**config.mk**
```make
export PLATFORM = sky130hd
export DESIGN_NAME = uart_frame_rx_flat
export DESIGN_NICKNAME = d
export VERILOG_FILES = /design/src/rtl/uart_frame_rx_if.sv /design/src/rtl/uart_frame_rx.sv /design/src/flat_wrapper.sv
export SDC_FILE = /design/constraint.sdc
export NUM_CORES = 1
export LEC_CHECK = 0
export CORE_MARGIN = 8
export CORE_UTILIZATION = 61
export CTS_CLUSTER_DIAMETER = 40
export DETAILED_ROUTE_END_ITERATION = 7
export PLACE_DENSITY_LB_ADDON = 0.3
export SYNTH_ARGS = -nofsm -noshare
export SYNTH_HDL_FRONTEND = slang
export SYNTH_SLANG_ARGS = --single-unit
```
**constraint.sdc**
```tcl
create_clock -name clk -period 8.35 [get_ports clk]
set_clock_uncertainty 0.2 [all_clocks]
set_input_delay 1.2525 -clock clk [delete_from_list [all_inputs] [get_ports clk]]
set_output_delay 1.2525 -clock clk [all_outputs]
set_load 0.01 [all_outputs]
```
**src/rtl/uart_frame_rx_if.sv**
```systemverilog
// Byte stream interface for uart_frame_rx: upstream uart byte strobe on one
// side, buffered payload stream plus frame status on the other.
interface uart_frame_rx_if;
  logic [7:0] rx_d;
  logic       rx_dv;
  logic       rx_parity_ok;
  logic [7:0] m_d;
  logic       m_dv;
  logic       m_dr;
  logic       m_last;
  logic       frame_ok;
  logic       frame_err;
  logic [1:0] err_code;
  logic       rx_overrun;

  // Driver side: feeds received bytes, accepts payload and status.
  modport master (
    output rx_d, rx_dv, rx_parity_ok, m_dr,
    input  m_d, m_dv, m_last, frame_ok, frame_err, err_code, rx_overrun
  );

  // Deframer side.
  modport slave (
    input  rx_d, rx_dv, rx_parity_ok, m_dr,
    output m_d, m_dv, m_last, frame_ok, frame_err, err_code, rx_overrun
  );
endinterface

```
**src/rtl/uart_frame_rx.sv**
```systemverilog
// uart_frame_rx: deframes SYNC, LEN, payload, CHK byte frames coming from a
// uart receiver. The payload is held in a local buffer and only streamed out
// once the checksum matches; bad frames are dropped whole with an error code.
module uart_frame_rx #(
  parameter logic [7:0] SYNC_BYTE    = 8'hA5,
  parameter int         MAX_LEN      = 64,
  parameter int         TIMEOUT_CLKS = 100000,
  parameter bit         USE_PARITY   = 1'b1
) (
  input logic          clk,
  input logic          rst_n,
  uart_frame_rx_if.slave bus
);

  localparam int AW = (MAX_LEN > 1) ? $clog2(MAX_LEN) : 1;
  localparam int TW = $clog2(TIMEOUT_CLKS);
  localparam logic [TW-1:0] TMO_LAST  = TW'(TIMEOUT_CLKS - 1);
  localparam logic [7:0]    MAX_LEN_B = 8'(MAX_LEN);

  typedef enum logic [2:0] {
    S_IDLE,
    S_LEN,
    S_PAYLOAD,
    S_CHK,
    S_DRAIN
  } state_t;

  state_t        state;
  logic [7:0]    len;
  logic [7:0]    sum;
  logic [7:0]    wr_ptr;
  logic [7:0]    rd_ptr;
  logic [TW-1:0] tcnt;
  logic          m_dv_r;
  logic          m_last_r;
  logic          frame_ok_r;
  logic          frame_err_r;
  logic [1:0]    err_code_r;
  logic          overrun_r;

  // Payload buffer; never cleared, only written while collecting a frame.
  logic [7:0] buf_mem [MAX_LEN];

  logic in_frame;
  logic parity_bad;
  logic tmo_hit;

  // Checksum accumulation wraps modulo 256.
  function automatic logic [7:0] sum8(input logic [7:0] a, input logic [7:0] b);
    return a + b;
  endfunction

  assign in_frame   = (state == S_LEN) || (state == S_PAYLOAD) || (state == S_CHK);
  assign parity_bad = USE_PARITY && !bus.rx_parity_ok;
  // A byte arriving on the expiry cycle takes priority over the timeout.
  assign tmo_hit    = in_frame && !bus.rx_dv && (tcnt == TMO_LAST);

  // Frame FSM with registered stream and status outputs.
  always_ff @(posedge clk) begin
    if (!rst_n) begin
      state       <= S_IDLE;
      len         <= '0;
      sum         <= '0;
      wr_ptr      <= '0;
      rd_ptr      <= '0;
      tcnt        <= '0;
      m_dv_r      <= 1'b0;
      m_last_r    <= 1'b0;
      frame_ok_r  <= 1'b0;
      frame_err_r <= 1'b0;
      err_code_r  <= 2'd0;
      overrun_r   <= 1'b0;
    end else begin
      frame_ok_r  <= 1'b0;
      frame_err_r <= 1'b0;
      overrun_r   <= 1'b0;

      if (in_frame && !bus.rx_dv) begin
        tcnt <= tcnt + 1'b1;
      end else begin
        tcnt <= '0;
      end

      if (in_frame && bus.rx_dv && parity_bad) begin
        frame_err_r <= 1'b1;
        err_code_r  <= 2'd3;
        state       <= S_IDLE;
      end else if (tmo_hit) begin
        frame_err_r <= 1'b1;
        err_code_r  <= 2'd0;
        state       <= S_IDLE;
      end else begin
        case (state)
          S_IDLE: begin
            if (bus.rx_dv && (bus.rx_d == SYNC_BYTE)) begin
              state <= S_LEN;
            end
          end
          S_LEN: begin
            if (bus.rx_dv) begin
              if ((bus.rx_d == 8'd0) || (bus.rx_d > MAX_LEN_B)) begin
                frame_err_r <= 1'b1;
                err_code_r  <= 2'd1;
                state       <= S_IDLE;
              end else begin
                len    <= bus.rx_d;
                sum    <= bus.rx_d;
                wr_ptr <= '0;
                state  <= S_PAYLOAD;
              end
            end
          end
          S_PAYLOAD: begin
            if (bus.rx_dv) begin
              sum    <= sum8(sum, bus.rx_d);
              wr_ptr <= wr_ptr + 8'd1;
              if (wr_ptr == len - 8'd1) begin
                state <= S_CHK;
              end
            end
          end
          S_CHK: begin
            if (bus.rx_dv) begin
              if (sum8(sum, bus.rx_d) == 8'd0) begin
                frame_ok_r <= 1'b1;
                m_dv_r     <= 1'b1;
                m_last_r   <= (len == 8'd1);
                rd_ptr     <= '0;
                state      <= S_DRAIN;
              end else begin
                frame_err_r <= 1'b1;
                err_code_r  <= 2'd2;
                state       <= S_IDLE;
              end
            end
          end
          S_DRAIN: begin
            // Bytes arriving while the buffer drains cannot be stored.
            if (bus.rx_dv) begin
              overrun_r <= 1'b1;
            end
            if (m_dv_r && bus.m_dr) begin
              if (m_last_r) begin
                m_dv_r   <= 1'b0;
                m_last_r <= 1'b0;
                rd_ptr   <= '0;
                state    <= S_IDLE;
              end else begin
                rd_ptr   <= rd_ptr + 8'd1;
                m_last_r <= (rd_ptr + 8'd2 == len);
              end
            end
          end
          default: state <= S_IDLE;
        endcase
      end
    end
  end

  // Payload capture into the buffer; data path, so no reset.
  always_ff @(posedge clk) begin
    if ((state == S_PAYLOAD) && bus.rx_dv) begin
      buf_mem[wr_ptr[AW-1:0]] <= bus.rx_d;
    end
  end

  // rd_ptr only moves on a transfer, so m_d holds steady through a stall.
  assign bus.m_d        = buf_mem[rd_ptr[AW-1:0]];
  assign bus.m_dv       = m_dv_r;
  assign bus.m_last     = m_last_r;
  assign bus.frame_ok   = frame_ok_r;
  assign bus.frame_err  = frame_err_r;
  assign bus.err_code   = err_code_r;
  assign bus.rx_overrun = overrun_r;

endmodule
```
**src/flat_wrapper.sv**
```systemverilog
// flat-port wrapper written by rule: the top's interface ports become plain ports
module uart_frame_rx_flat 
#(
  parameter logic [7:0] SYNC_BYTE    = 8'hA5,
  parameter int         MAX_LEN      = 64,
  parameter int         TIMEOUT_CLKS = 100000,
  parameter bit         USE_PARITY   = 1'b1
)
  (clk, rst_n, bus_rx_d, bus_rx_dv, bus_rx_parity_ok, bus_m_dr, bus_m_d, bus_m_dv, bus_m_last, bus_frame_ok, bus_frame_err, bus_err_code, bus_rx_overrun);
  uart_frame_rx_if bus_i ();
  input logic clk;
  input logic rst_n;
  input wire logic [$bits(bus_i.rx_d)-1:0] bus_rx_d;
  input wire logic [$bits(bus_i.rx_dv)-1:0] bus_rx_dv;
  input wire logic [$bits(bus_i.rx_parity_ok)-1:0] bus_rx_parity_ok;
  input wire logic [$bits(bus_i.m_dr)-1:0] bus_m_dr;
  output wire logic [$bits(bus_i.m_d)-1:0] bus_m_d;
  output wire logic [$bits(bus_i.m_dv)-1:0] bus_m_dv;
  output wire logic [$bits(bus_i.m_last)-1:0] bus_m_last;
  output wire logic [$bits(bus_i.frame_ok)-1:0] bus_frame_ok;
  output wire logic [$bits(bus_i.frame_err)-1:0] bus_frame_err;
  output wire logic [$bits(bus_i.err_code)-1:0] bus_err_code;
  output wire logic [$bits(bus_i.rx_overrun)-1:0] bus_rx_overrun;
  assign bus_i.rx_d = bus_rx_d;
  assign bus_i.rx_dv = bus_rx_dv;
  assign bus_i.rx_parity_ok = bus_rx_parity_ok;
  assign bus_i.m_dr = bus_m_dr;
  assign bus_m_d = bus_i.m_d;
  assign bus_m_dv = bus_i.m_dv;
  assign bus_m_last = bus_i.m_last;
  assign bus_frame_ok = bus_i.frame_ok;
  assign bus_frame_err = bus_i.frame_err;
  assign bus_err_code = bus_i.err_code;
  assign bus_rx_overrun = bus_i.rx_overrun;
  uart_frame_rx #(.SYNC_BYTE(SYNC_BYTE), .MAX_LEN(MAX_LEN), .TIMEOUT_CLKS(TIMEOUT_CLKS), .USE_PARITY(USE_PARITY)) u_core (.clk(clk), .rst_n(rst_n), .bus(bus_i));
endmodule
```
# Word level (Yosys, flattened, before mapping)

Memory sizes are Yosys's and may differ from the RTL's. A register that Yosys moved wholly into a read port is not among the register bits.
Index checks and enable logic that the tools add are counted.
W data, S select, Z words.

Reductions and logical operators: 28
Bitwise logic cells: 7
Eq/ne operators: 22
Multiplexer cells: 53
$add $sub $neg: 6
Magnitude comparators: 1

Operator list:

| cell                    | number |
|---|---|
| $mux W8                 | 10 |
| $pmux W8 S2             | 3 |
| $mux W3                 | 8 |
| $mux W1                 | 18 |
| $add A17 B1 Y17 const B | 1 |
| $eq A17 B17 Y1 const B  | 1 |
| $add A8 B1 Y8 const B   | 2 |
| $eq A8 B8 Y1            | 2 |
| $logic_not A8 Y1        | 2 |
| $ne A4 B3 Y1 const B    | 4 |
| $pmux W3 S5             | 1 |
| $mux W2                 | 7 |
| $reduce_and A7 Y1       | 2 |
| $mux W6                 | 2 |
| $reduce_and A6 Y1       | 2 |
| $ne A2 B2 Y1 const B    | 5 |
| $reduce_and A5 Y1       | 2 |
| $add A8 B2 Y8 const B   | 1 |
| $add A8 B8 Y8           | 1 |
| $eq A8 B1 Y1 const B    | 1 |
| $eq A8 B8 Y1 const B    | 1 |
| $gt A8 B7 Y1 const B    | 1 |
| $ne A2 B1 Y1 const B    | 4 |
| $sub A8 B1 Y8 const B   | 1 |
| 16 further kinds        | 35 |

Bits in writable memories: 512
Memories: 1
Output and inout port bits: 15
Register bits: 59

Memories:

| name           | depth | width | read ports | clocked after memory_dff | wr ports | RTL line            | text |
|---|---|---|---|---|---|---|---|
| u_core.buf_mem | 64    | 8     | 1          | 1                        | 1        | uart_frame_rx.sv:42 | `logic [7:0] buf_mem [MAX_LEN];` |

# Logic depth before layout (Yosys ltp)

Depth in word-level cells: 9
Depth in mapped cells: 11
Depth with buffers taken out: 9

# Worst setup path after synthesis

OpenSTA, ideal clock, no wires.

Path type: in2reg
Start: input bus_rx_d[0]
End: register u_core.rd_ptr[6]
Path buffers: 2
Slack: 4528 ps
Data required time: 8018 ps
Stages on the path: 11
Arrival time: 3490 ps
Path through: ha_1 > fa_1 > a211oi_1 > o21ba_2 > o221ai_1 > nor3b_1 > and3_4 > or2_1 > buf_6 > buf_6 > o22ai_1

Word-level cells in the longest chain between the ends: 4

RTL lines:

| what                        | RTL line             | text |
|---|---|---|
| from (decl)                 | flat_wrapper.sv:13   | `input wire logic [$bits(bus_i.rx_d)-1:0] bus_rx_d;` |
| $add A8 B8 Y8               | uart_frame_rx.sv:50  | `return a + b;` |
| $logic_not A8 Y1            | uart_frame_rx.sv:124 | `if (sum8(sum, bus.rx_d) == 8'd0) begin` |
| $ne A2 B2 Y1 (no line)      | --                   |  |
| $reduce_and A6 Y1 (no line) | --                   |  |
| to (signal assigned)        | uart_frame_rx.sv:149 | `rd_ptr <= rd_ptr + 8'd1;` |
| to (decl)                   | uart_frame_rx.sv:32  | `logic [7:0] rd_ptr;` |

No other way between the ends.
A chain may end at the register's enable or synchronous reset.

==> metrics.md <==
| Metric | Value |
|---|---|
| Status | completed |
| Dominant synthesized flop cell | edfxtp_1 |
| Worst hold path class | flip-flop to flip-flop |
| Mean post-synth cell area | 18.64 sq um |
| Switching pwr | ~1.3 mW |
| Largest net degree at the start of global routing | 96 |
| Rows | between 70 and 80 |
| Initial Utilization | 61.28% |
| Slowest-stage cell, CP | dfxtp_4 |
| Register area share after synthesis | between 70 and 80% |
| Setup crit end kind | primary output |
| Pwr Density | about 240 nW/um^2 |
| Worst path arrival time | ~4400 ps |
| Synth Register Bits | slightly below 600 |
| Period minus WS final | roughly 5800 ps |
| Global placement routability congestion | roughly 0.77 |
| Cts hold-fix bufs | 0 |
| DR WL/cell | roughly 29 microns |
| GRT Overall Usage | between 20% and 30% |
| WP data required | around 6900 ps |
| Clock share of power | 46.7% |
| Area occupied by multi-input gates | roughly 6500 sq um |
| Clock transition at the registers of the reported paths | approximately 50 ps |
| DP HPWL | between 20000 and 30000 microns |
| Maximum buffer depth of the clock tree | 3 |
| Synth Instances | around 1300 |
| Cell leakage power | between 8 and 9 nW |
| Die Width | 212.4 microns |
| Cell internal pwr | 5.002 mW |
| Max_slew headroom | 15.78% |
| CP Cell Sequence | buf_12 > mux4_2 > mux4_2 > mux4_2 > clkdlybuf4s50_1 |
| Setup violators final | 0 |
| Setup TNS | 0 ps |
| Worst path max stage delay | 820 ps |
| Reg power frac | between 50% and 60% |
| Hold_sp | u_core.tcnt[0] |
| Yosys synthesis warning count | 0 |
| Peak VDD IR | 0.1668 mV |
| Vias in the first global route | 12750 |
| CTS root buf | clkbuf_16 |
| Post-route ant nets | 0 |
| Sw Share | between 20% and 30% |
| Mapped Nets | 1289 |
| Setup slack, reg-to-reg | 4790 ps |
| Detailed-route DRC error count | 0 |
| CP most frequent cell | mux4_2 |
| CP Capture Point | bus_m_d[3] |
| Comb power frac | under 10% |
| FF-to-FF Start | u_core.sum[0] |
| Antenna diodes | 0 |
| Slew Limit Fails | 0 |
| F_max | between 150 and 200 MHz |
| Worst-Margin Slew | ~1300 ps |
| Hold depth | 1 |
| Die Y | 212.4 microns |
| Drt initial violations | ~1500 |
| Synth-to-layout area growth | 12.37% |
| Post-synth EDFFs | 512 |
| PostCTS Resize Cnt | 0 |
| Clock latency on the worst-skew pair | 570 ps |
| Io pins | 28 |
| Overflow after GRT | 0 |
| Critical path startpoint category | flip-flop |
| Unrepaired setup endpoints after global routing | false |
| Max Cap Violations | 0 |
| Synth Cell Area | 23520 sq um |
| Final #Nets | approximately 1300 |
| Crit path kind | flip-flop to primary output |
| Critical-path maximum fanout | between 90 and 100 |
| Die area | 45090 sq um |
| WL final | between 50000 and 60000 microns |
| Count of different cell masters after synthesis | 67 |
| Worst r2r path cells | 9 |
| Initial antenna violation count | 0 |
| Fillers | between 2000 and 2500 |
| Layout cells sized above 1 | 22.52% |
| Pre-antenna DRT Iters | 6 |
| First-pass GRT wire length | just over 80000 microns |
| Final Hold Vio Count | 0 |
| Postcts setup bufs | 0 |
| Vias | approximately 12000 |
| Total power | 6.305 mW |
| Final Cycle Share | approximately 70% |
| Core region area | between 30000 and 40000 sq um |
| CTS Buf Count | 69 |
| H-tree Lvls | 3 |
| # clock sinks | 577 |
| Vias per inst | 6.642 |
| Async set-reset flop share out of synthesis | 0% |
| CTS tree | done |
| Port Buf Inserts | 27 |
| Storage cell area | about 17000 sq um |
[cell usage after synthesis (all sizes together) (6+ instances only)]
master | instances | share of area, %
clkbuf | 34 | 0.54
dfxtp | 65 | 5.5
mux4 | 168 | 16
nand2b | 6 | 0.16
nor4 | 6 | 0.22
nor3b | 7 | 0.27
and3 | 11 | 0.31
a211oi | 8 | 0.28
edfxtp | 512 | 65
inv | 6 | 0.096
nand4 | 13 | 0.35
o22ai | 11 | 0.29
nor2b | 11 | 0.29
nand3 | 16 | 0.36
a21oi | 11 | 0.23
nor3 | 10 | 0.26
nor2 | 123 | 2.0
and2 | 10 | 0.27
or3 | 6 | 0.16
o21ai | 15 | 0.32
mux2i | 12 | 0.51
xnor2 | 18 | 0.67
xor2 | 27 | 1.0
buf | 34 | 0.80
ha | 13 | 0.69
nand2 | 57 | 0.91
[metrics by stage]
stage	cells	utilization [%]	hold WS (ps)	area (sq um)	setup slack (ps)
after CTS	1868	68.86	254.3	26430	2405
after floorplan	1262	-	217.5	23520	4528
after detailed placement	1752	63.06	236.5	24200	3038
after global placement	1752	63.06	229.9	24200	3043
final	1868	68.86	246.8	26430	2509
after global routing	1868	68.86	268.8	26430	2287
[cell families (layout without fill, tap and decap cells)]
kind of cell	after synthesis	after routing	share of synthesized area, %
flops	577	577	70.91
simple gates	298	298	6.374
mux	183	183	16.74
buf+inv	74	162	1.442
compound gates	71	71	2.080
xor+xnor	45	45	1.676
fa+ha+maj	14	14	0.7768
[layout by cell type (no fill, tap or decap), types with 7 or more instances in the layout]
cell type / instances
a211oi_1: 7
nand3_1: 15
o22ai_1: 11
ha_1: 13
buf_2: 8
edfxtp_1: 512
nor2b_1: 11
xnor2_1: 18
and2_1: 10
bufinv_16: 7
o21ai_0: 12
nor2_1: 122
nor3_1: 9
nand2_1: 57
buf_4: 12
mux4_2: 168
mux2i_1: 12
xor2_1: 27
clkdlybuf4s50_1: 19
clkinv_1: 11
nand4_1: 13
dfxtp_1: 62
a21oi_1: 11
clkbuf_1: 10
clkbuf_16: 71
and3_1: 10
[cell type report]
type / instances / share of cell area [%]
Sequential cell: 577 / 63.14
Multi-Input combinational cell: 611 / 24.60
Clock buffer: 82 / 6.917
Tap cell: 518 / 2.452
Clock inverter: 34 / 1.510
Timing Repair Buffer: 40 / 1.288
Inverter: 6 / 0.08522
[power by group through the flow]
stage,Combinational (mW),Sequential [mW],Clock [mW]
3_5_place_dp,0.192,3.22,0
5_1_grt,0.214,3.17,3.09
4_1_cts,0.195,3.16,2.96
2_1_floorplan,0.117,3.22,0
3_3_place_gp,0.186,3.22,0
6_report,0.196,3.16,2.94
[registers in the layout, summed over array words and instances, names as in the netlist, 2 cells and up, named ones only]
name                 count
u_core.buf_mem         512
u_core.tcnt             17
u_core.len               8
u_core.rd_ptr            8
u_core.sum               8
u_core.wr_ptr            8
u_core.state             3
u_core.bus.err_code      2
[metal layers]
layer	global-route usage [%]	part of all wire (%)	up-vias
met5	0	0	-
met4	8.425	3.0	0
met3	5.867	9.3	115
met2	39.03	48	718
met1	33.76	39	6394
li1	-	-	5180
[how the worst min path moves through the flow]
stage	endpoint
after floorplan	u_core.tcnt[0]
after CTS	u_core.tcnt[0]
after global placement	u_core.tcnt[0]
final	u_core.tcnt[0]
after global routing	u_core.tcnt[0]
after detailed placement	u_core.tcnt[0]
[critical path: cells and delay by family, from the launching register on]
| family | cells | cell delay [ps] |
|---|---|---|
| buffers and inverters | 2 | 1190 |
| flip-flops | 1 | 820 |
| multiplexers | 3 | 1700 |
No activity file was read; power rests on OpenSTA's default activity.
